[src/rtl/mem_bus_arbiter.sv]
// Two-port round-robin arbiter for a single memory bus: port 0 = instruction fetch,
// port 1 = load/store. One transaction in flight; reads return after RD_LATENCY + 2 cycles.
module mem_bus_arbiter #(
  parameter int unsigned RD_LATENCY = 1  // legal 1..15
) (
  input  logic        clk,
  input  logic        rst,
  input  logic        req0_valid,
  input  logic        req0_we,
  input  logic [31:0] req0_addr,
  input  logic [31:0] req0_wdata,
  output logic        req0_ready,
  output logic        req0_rvalid,
  output logic [31:0] req0_rdata,
  input  logic        req1_valid,
  input  logic        req1_we,
  input  logic [31:0] req1_addr,
  input  logic [31:0] req1_wdata,
  output logic        req1_ready,
  output logic        req1_rvalid,
  output logic [31:0] req1_rdata,
  output logic        mem_wr_en,
  output logic [31:0] mem_wr_addr,
  output logic [31:0] mem_wr_data,
  output logic        mem_rd_en,
  output logic [31:0] mem_rd_addr,
  input  logic [31:0] mem_rd_data,
  output logic        busy
);

  // Handshake: a request transfers on a rising edge where valid && ready; ready is only
  // offered in IDLE and only to the granted port, so at most one transfer per edge.

  localparam logic [3:0] LAT = 4'(RD_LATENCY);

  typedef enum logic [2:0] {
    IDLE     = 3'd0,
    WRITE    = 3'd1,
    RD_ISSUE = 3'd2,
    RD_WAIT  = 3'd3,
    RD_RESP  = 3'd4
  } state_e;

  state_e      state_q, state_d;
  logic        last_grant_q, last_grant_d;
  logic        owner_q, owner_d;
  logic [3:0]  cnt_q, cnt_d;
  logic [31:0] wr_addr_q, wr_addr_d;
  logic [31:0] wr_data_q, wr_data_d;
  logic [31:0] rd_addr_q, rd_addr_d;
  logic [31:0] rdata0_q, rdata0_d;
  logic [31:0] rdata1_q, rdata1_d;

  logic        any_valid;
  logic        grant_port;
  logic        accept;
  logic        sel_we;
  logic [31:0] sel_addr;
  logic [31:0] sel_wdata;

  // Tie goes to the port that did not win last time; a lone requester always wins.
  always_comb begin
    any_valid  = req0_valid | req1_valid;
    grant_port = (req0_valid && req1_valid) ? ~last_grant_q : req1_valid;
    accept     = rst && (state_q == IDLE) && any_valid;
    req0_ready = accept && !grant_port;
    req1_ready = accept && grant_port;
    sel_we     = grant_port ? req1_we    : req0_we;
    sel_addr   = grant_port ? req1_addr  : req0_addr;
    sel_wdata  = grant_port ? req1_wdata : req0_wdata;
  end

  always_comb begin
    state_d      = state_q;
    last_grant_d = last_grant_q;
    owner_d      = owner_q;
    cnt_d        = cnt_q;
    wr_addr_d    = wr_addr_q;
    wr_data_d    = wr_data_q;
    rd_addr_d    = rd_addr_q;
    rdata0_d     = rdata0_q;
    rdata1_d     = rdata1_q;
    unique case (state_q)
      IDLE: begin
        if (accept) begin
          owner_d      = grant_port;
          last_grant_d = grant_port;
          if (sel_we) begin
            wr_addr_d = sel_addr;
            wr_data_d = sel_wdata;
            state_d   = WRITE;
          end else begin
            rd_addr_d = sel_addr;
            state_d   = RD_ISSUE;
          end
        end
      end
      WRITE: state_d = IDLE;
      RD_ISSUE: begin
        cnt_d   = LAT;
        state_d = RD_WAIT;
      end
      RD_WAIT: begin
        cnt_d = cnt_q - 4'd1;
        // Counter reaches 1 in the cycle the memory presents the data.
        if (cnt_q == 4'd1) begin
          if (owner_q) rdata1_d = mem_rd_data;
          else         rdata0_d = mem_rd_data;
          state_d = RD_RESP;
        end
      end
      RD_RESP: state_d = IDLE;
      default: state_d = IDLE;
    endcase
  end

  always_ff @(posedge clk or negedge rst) begin
    if (!rst) begin
      state_q      <= IDLE;
      last_grant_q <= 1'b1;
      owner_q      <= 1'b0;
      cnt_q        <= 4'd0;
      wr_addr_q    <= 32'd0;
      wr_data_q    <= 32'd0;
      rd_addr_q    <= 32'd0;
      rdata0_q     <= 32'd0;
      rdata1_q     <= 32'd0;
    end else begin
      state_q      <= state_d;
      last_grant_q <= last_grant_d;
      owner_q      <= owner_d;
      cnt_q        <= cnt_d;
      wr_addr_q    <= wr_addr_d;
      wr_data_q    <= wr_data_d;
      rd_addr_q    <= rd_addr_d;
      rdata0_q     <= rdata0_d;
      rdata1_q     <= rdata1_d;
    end
  end

  always_comb begin
    mem_wr_en   = (state_q == WRITE);
    mem_rd_en   = (state_q == RD_ISSUE);
    mem_wr_addr = wr_addr_q;
    mem_wr_data = wr_data_q;
    mem_rd_addr = rd_addr_q;
    req0_rvalid = (state_q == RD_RESP) && !owner_q;
    req1_rvalid = (state_q == RD_RESP) && owner_q;
    req0_rdata  = rdata0_q;
    req1_rdata  = rdata1_q;
    busy        = (state_q != IDLE);
  end

endmodule

[config.mk]
export PLATFORM = sky130hd
export DESIGN_NAME = mem_bus_arbiter
export DESIGN_NICKNAME = d
export VERILOG_FILES = /design/src/rtl/mem_bus_arbiter.sv
export SDC_FILE = /design/constraint.sdc
export NUM_CORES = 1
export LEC_CHECK = 0
export ABC_CLOCK_PERIOD_IN_PS = 2400
export CORE_ASPECT_RATIO = 0.7
export CORE_UTILIZATION = 42
export DETAILED_ROUTE_END_ITERATION = 10
export GPL_TIMING_DRIVEN = 0
export PLACE_DENSITY = 0.87
export RECOVER_POWER = 100
export SYNTH_ARGS = -nofsm -noshare
export SYNTH_HDL_FRONTEND = slang
export SYNTH_SLANG_ARGS = --single-unit
[constraint.sdc]
create_clock -name clk -period 2.4 [get_ports clk]
set_clock_uncertainty 0.1 [all_clocks]
set_input_delay 0.36 -clock clk [delete_from_list [all_inputs] [get_ports clk]]
set_output_delay 0.36 -clock clk [all_outputs]
set_load 0.01 [all_outputs]
==> impl_metrics.json, run 1 <==
{
  "status": "complete, no violations",
  "path_class": "reg2reg",
  "fin_nets": 993,
  "end_kind": "flop",
  "via_count": 5256,
  "grt_pass1_wl_um": 32700,
  "antenna_found_initial": 0,
  "worstHoldStart": "mem_wr_addr[13]",
  "synth_largest_area_cell": "dfrtp_1",
  "regArea_um2": 4230,
  "cts.sinks": 169,
  "overflow": 0,
  "timing.rr.end": "mem_wr_addr[16]",
  "synth-main-ff-cell": "dfrtp_1",
  "ys_ff_latch": 169,
  "tightest_slew_ps": 1150,
  "cp_data_arrival_time_ps": 2520,
  "utilization": 0.681,
  "grt_max_degree": 49,
  "ir_drop_mv": 0.635,
  "r2r_cells": 6,
  "fin_crit_sh": 0.967,
  "coreArea_um2": 17300,
  "fin_tns_setup_ps": 0,
  "synth_area_leaders": "dfrtp_1 (56%), mux2_2 (24%), mux2_4 (12%), buf_12 (1.6%), buf_2 (0.93%)",
  "cts-root-buf": "clkbuf_16",
  "grtUsageTotal": 0.235,
  "synth.top_cell.area_share": 0.559,
  "first_pass_iters": 4,
  "path_clk_slew_ps": 70,
  "syn_area_um2": 7520,
  "antenna_cells": 0,
  "synth_most_common_cell": "dfrtp_1",
  "fmax_mhz": 431,
  "power_density_nw_per_um2": 1190,
  "routedWlPerCell_um": 19.7,
  "syn_area_per_cell_um2": 16.3,
  "finalCriticalPeriod_ps": 2320,
  "synthDistinctLibCells": 37,
  "gp_congestion": 0.743,
  "cts_tree": "yes",
  "synth-simple-area-share": 0.0253,
  "cts_max_level": 4,
  "r2r_start": "state_q[0]",
  "syn_to_final_growth_pct": 56.7,
  "critPathCapture": "mem_wr_addr[16]",
  "wl_um": 21100,
  "maxCapViolations": 0,
  "synthTopCellsByCount": "dfrtp_1 (168), mux2_2 (163), mux2_4 (60)",
  "muxShareOfSynthArea": 0.370,
  "fp.dieH_um": 114,
  "io_pins": 333,
  "synth_top_family_by_area": "multiplexers",
  "rsz0062_at_grt": "no",
  "clkLatencyLatePin_ps": 410,
  "drt_iter0_drc": 161,
  "drt-met1-wl_um": 8560,
  "synth_edf_count": 0,
  "critPathLaunchType": "flop",
  "synthAdderAreaFrac": 0.00333,
  "drive_gt1_frac": 0.327,
  "drc": 0,
  "grt_pass1_vias": 5856,
  "port_buffers": 332,
  "routed-wl-met2_um": 10700,
  "syn_nets": 630,
  "hpwl_um": 15200,
  "row_count": 40,
  "rrSetupSlack_ps": 80,
  "yosysSeqAreaShare": 0.562,
  "hold_violations": 0,
  "cts_max_path_buffers": 2,
  "synth_compound_area_frac": 0.00948,
  "worstPathMaxFanout": 10,
  "via_per_inst": 4.92,
  "critPathLaunch": "state_q[0]",
  "die-area_um2": 18500,
  "n_fill_cell": 1287,
  "min_path_type": "reg2reg",
  "initial_core_util": 0.434,
  "die_w_um": 162,
  "leakagePower_nw": 5.07,
  "routed-wl-met3_um": 1430,
  "required_ps": 2600,
  "finalSetupViolCount": 0,
  "synthArstFlopShare": 1.00,
  "synth_xor_area_frac": 0,
  "slew_headroom": 0.231,
  "cts_buffers": 17,
  "ant_nets": 0,
  "synthCells": 462,
  "ys_warn_count": 0,
  "maxSlewViolCount": 0,
  "dr.max_layer_used": "met4",
  "multiInputGateArea_um2": 3060
}
[through the flow]
stage,instances,hold WS [ps],setup slack [ps],cell area (um^2),power [mW]
global placement,1025,378,-6610,11100,11.8
floorplan,462,-35.6,366,7520,8.17
finish,1068,381,79.3,11800,14.1
CTS,1066,406,-41.8,12000,14.9
detailed placement,1026,266,-866,11200,12.0
global route,1068,394,8.99,11800,14.8
[routing by layer]
layer  GRT usage  vias to the layer above
met4      0.0818                        0
met5           0                        -
li1            -                     2381
met3      0.0604                       34
met1       0.278                     2630
met2       0.414                      211
[flip-flops by register name, summed over array words and instances, names as in the netlist]
name          count
mem_rd_addr      32
last_grant_q      1
mem_wr_addr      32
mem_wr_data      32
state_q           3
cnt_q             4
owner_q           1
req1_rdata       32
req0_rdata       32
[critical path, stage by stage, from the launching register on]
cell,delay (ps)
dfrtp_1,380
nand2b_4,160
or4_4,560
buf_4,170
nor2_8,300
buf_12,200
mux2_1,330
[cell families (layout without fill, tap and decap cells)]
family | count (synthesis) | count (layout)
mux | 226 | 226
buf+inv | 27 | 402
compound gates | 10 | 10
fa+ha+maj | 2 | 2
simple gates | 28 | 28
flops | 169 | 169
[cell usage in the layout (no fill, tap or decap), types with 4 or more instances in the layout]
cell             count
clkbuf_1             6
mux2_4              49
clkbuf_2            13
mux2_1              18
clkinvlp_4           4
dfrtp_1            168
clkbuf_16           17
mux2_2             157
dlygate4sd3_1      164
buf_2                4
clkdlybuf4s50_1    167
buf_12               6
nand2_1              5
nor2_1               5
[cell type report]
type                            instances  share of cell area
Tap cell                              231              0.0245
Clock inverter                         11             0.00956
Sequential cell                       169               0.359
Clock buffer                           20              0.0388
Multi-Input combinational cell        266               0.259
Timing Repair Buffer                  345               0.289
Inverter                                2            0.000637
Buffer                                 24              0.0192
[how the worst min path moves through the flow]
stage,to,slack [ps],cells after the start
detailed placement,mem_wr_data[26],270,1
finish,mem_wr_addr[13],380,1
global placement,mem_rd_addr[6],380,1
floorplan,cnt_q[0],-40,0
global route,mem_wr_addr[13],390,1
CTS,req1_rdata[18],410,1
[power by group]
| group | internal [mW] | switching (mW) | total [mW] |
|---|---|---|---|
| Combinational | 3.85 | 2.51 | 6.36 |
| Sequential | 4.29 | 0.748 | 5.04 |
| Clock | 1.49 | 1.16 | 2.66 |
[timing repair]
| action | in CTS | in global routing |
|---|---|---|
| hold endpoints to repair | 96 | 0 |
| hold buffers | 6 | 0 |
| endpoints found under the setup margin | 98 | 21 |
| buffers inserted | 1 | 2 |
| cloned | 3 | 0 |
| pin swaps | 0 | 2 |
| gates resized for setup | 16 | 5 |
(Power assumes the default switching activity.)
==> run 2, diff against run 1 <==
Settings changed: CORE_UTILIZATION 42 to 45, DONT_BUFFER_PORTS set to 1, PLACE_DENSITY 0.87 to 0.67.
==> run 2 against run 1 <==
Against the previous run: the run now ends with hold timing left; first-iteration DRC count grew 6.8%; sequential power grew 21%; hold slack lost 850 ps; cell count shrank 30%; final area shrank 27%; die area shrank 6.6%; via count shrank 23%; register-to-register slack is essentially flat; critical path depth shrank 1; routed wire length shrank 24%; sequential cell count is the same; critical path type unchanged; highest routed layer unchanged.
==> impl_metrics.json, run 2 (synthesis gave the netlist of run 1 again) <==
{
  "clkLatencyLatePin_ps": 410,
  "fin_crit_sh": 0.961,
  "port_buffers": 0,
  "grt_max_degree": 171,
  "status": "complete, but fails checks",
  "initial_core_util": 0.460,
  "placedCellCount": 687,
  "antenna_found_initial": 0,
  "coreArea_um2": 16300,
  "die-area_um2": 17200,
  "leakagePower_nw": 3.73,
  "drc": 0,
  "hold_violations": 169,
  "first_pass_iters": 6,
  "postLayoutSetupSlackWorst_ps": 92.6,
  "violations": "hold timing",
  "drive_gt1_frac": 0.480,
  "grtUsageTotal": 0.184,
  "ant_nets": 0,
  "cts_tree": "yes",
  "syn_to_final_growth_pct": 14.6,
  "drt_iter0_drc": 172,
  "fin_nets": 680,
  "gp_congestion": 0.775,
  "cts_hold_buf": 32,
  "path_clk_slew_ps": 60,
  "tightest_slew_ps": 645,
  "routedWlPerCell_um": 21.3,
  "r2r_cells": 5,
  "cts_max_level": 4,
  "via_per_inst": 5.37,
  "fin_tns_setup_ps": 0,
  "post-place-ws_ps": 116,
  "worstPathMaxFanout": 19,
  "hpwl_um": 11600,
  "wl_um": 16000,
  "utilization": 0.527,
  "cp_data_arrival_time_ps": 2510,
  "min_path_type": "in2async",
  "end_kind": "flop",
  "cts_max_path_buffers": 2,
  "cts-root-buf": "clkbuf_16",
  "whs_ps": -467,
  "slew_headroom": 0.564,
  "final_cell_mix": "dfrtp_1 (168), mux2_2 (148), mux2_4 (46)",
  "grt_pass1_wl_um": 23800,
  "final_common_cell": "dfrtp_1",
  "critPathLaunchType": "flop",
  "fp.dieH_um": 110,
  "final_cells": 750,
  "overflow": 0,
  "dpl_cell_area_um2": 7800,
  "finalSetupViolCount": 0,
  "io_pins": 333,
  "maxSlewViolCount": 0,
  "power_density_nw_per_um2": 1330,
  "row_count": 39,
  "via_count": 4026,
  "maxCapViolations": 0,
  "required_ps": 2600,
  "cts_setup_buffers": 0,
  "die_w_um": 157,
  "cts_buffers": 17,
  "antenna_cells": 0,
  "path_class": "reg2reg",
  "finalCriticalPeriod_ps": 2310,
  "ir_drop_mv": 0.620,
  "rsz0062_at_grt": "no",
  "finish.instance_area_um2": 8620,
  "fmax_mhz": 433,
  "grt_pass1_vias": 4315,
  "cts.sinks": 169
}
[run 2: cell types whose count changed in the layout (fill, tap and decap cells not counted), moves of 2 or more]
cell | previous run | this run
dlygate4sd3_1 | 164 | 32
mux2_1 | 18 | 30
clkbuf_2 | 13 | 11
inv_6 | 3 | 6
dlygate4sd2_1 | 2 | 0
clkdlybuf4s50_1 | 167 | 0
clkbuf_1 | 6 | 4
buf_2 | 4 | 2
clkinvlp_4 | 4 | 2
mux2_4 | 49 | 46
mux2_2 | 157 | 148
buf_12 | 6 | 4
[run 2: final timing paths]
path	from	slack, ps	end
worst min-delay path	rst	-470	req0_rdata[15]
worst max-delay path	last_grant_q	90	mem_wr_addr[26]
worst max register to register	last_grant_q	90	mem_wr_addr[26]
max in group asynchronous	rst	2350	last_grant_q
min in group clk	req0_we	100	state_q[1]
worst min register to register	last_grant_q	460	last_grant_q
[run 2: critical path, cell delays in order (launching register included)]
cell and delay [ps]:
dfstp_1 390, a21boi_2 320, buf_4 370, clkbuf_2 330
mux2_1 400, mux2_4 270
[run 2: layout make-up]
| class | count | area, um^2 |
|---|---|---|
| Multi-Input combinational cell | 266 | 3010 |
| Fill cell | 1334 | 7730 |
| Sequential cell | 169 | 4230 |
| Buffer | 24 | 190 |
| Tap cell | 225 | 282 |
| Clock buffer | 19 | 443 |
| Timing Repair Buffer | 32 | 320 |
| Clock inverter | 13 | 131 |
| Inverter | 2 | 7.51 |
[run 2: through the flow]
step / power [mW] / hold WS, ps
2_1_floorplan: 8.17 / -35.6
3_3_place_gp: 8.79 / -32.8
3_5_place_dp: 8.98 / -33.5
4_1_cts: 11.7 / -489
5_1_grt: 12.1 / -492
6_report: 11.5 / -467
[run 2: metal layers]
metal | vias up | part of all wire | global-route usage
li1 | 1746 | - | -
met1 | 2050 | 0.39 | 0.212
met2 | 202 | 0.52 | 0.317
met3 | 28 | 0.073 | 0.0586
met4 | 0 | 0.022 | 0.0805
met5 | - | 0 | 0
[run 2: what timing repair did]
item	CTS	global route
resized for setup	1	0
setup endpoints to repair	2	0
endpoints found under the hold margin	233	169
[run 2: report_power, final]
part,internal [mW],switching [mW]
Sequential,4.29,1.79
Combinational,1.78,0.958
Clock,1.49,1.16
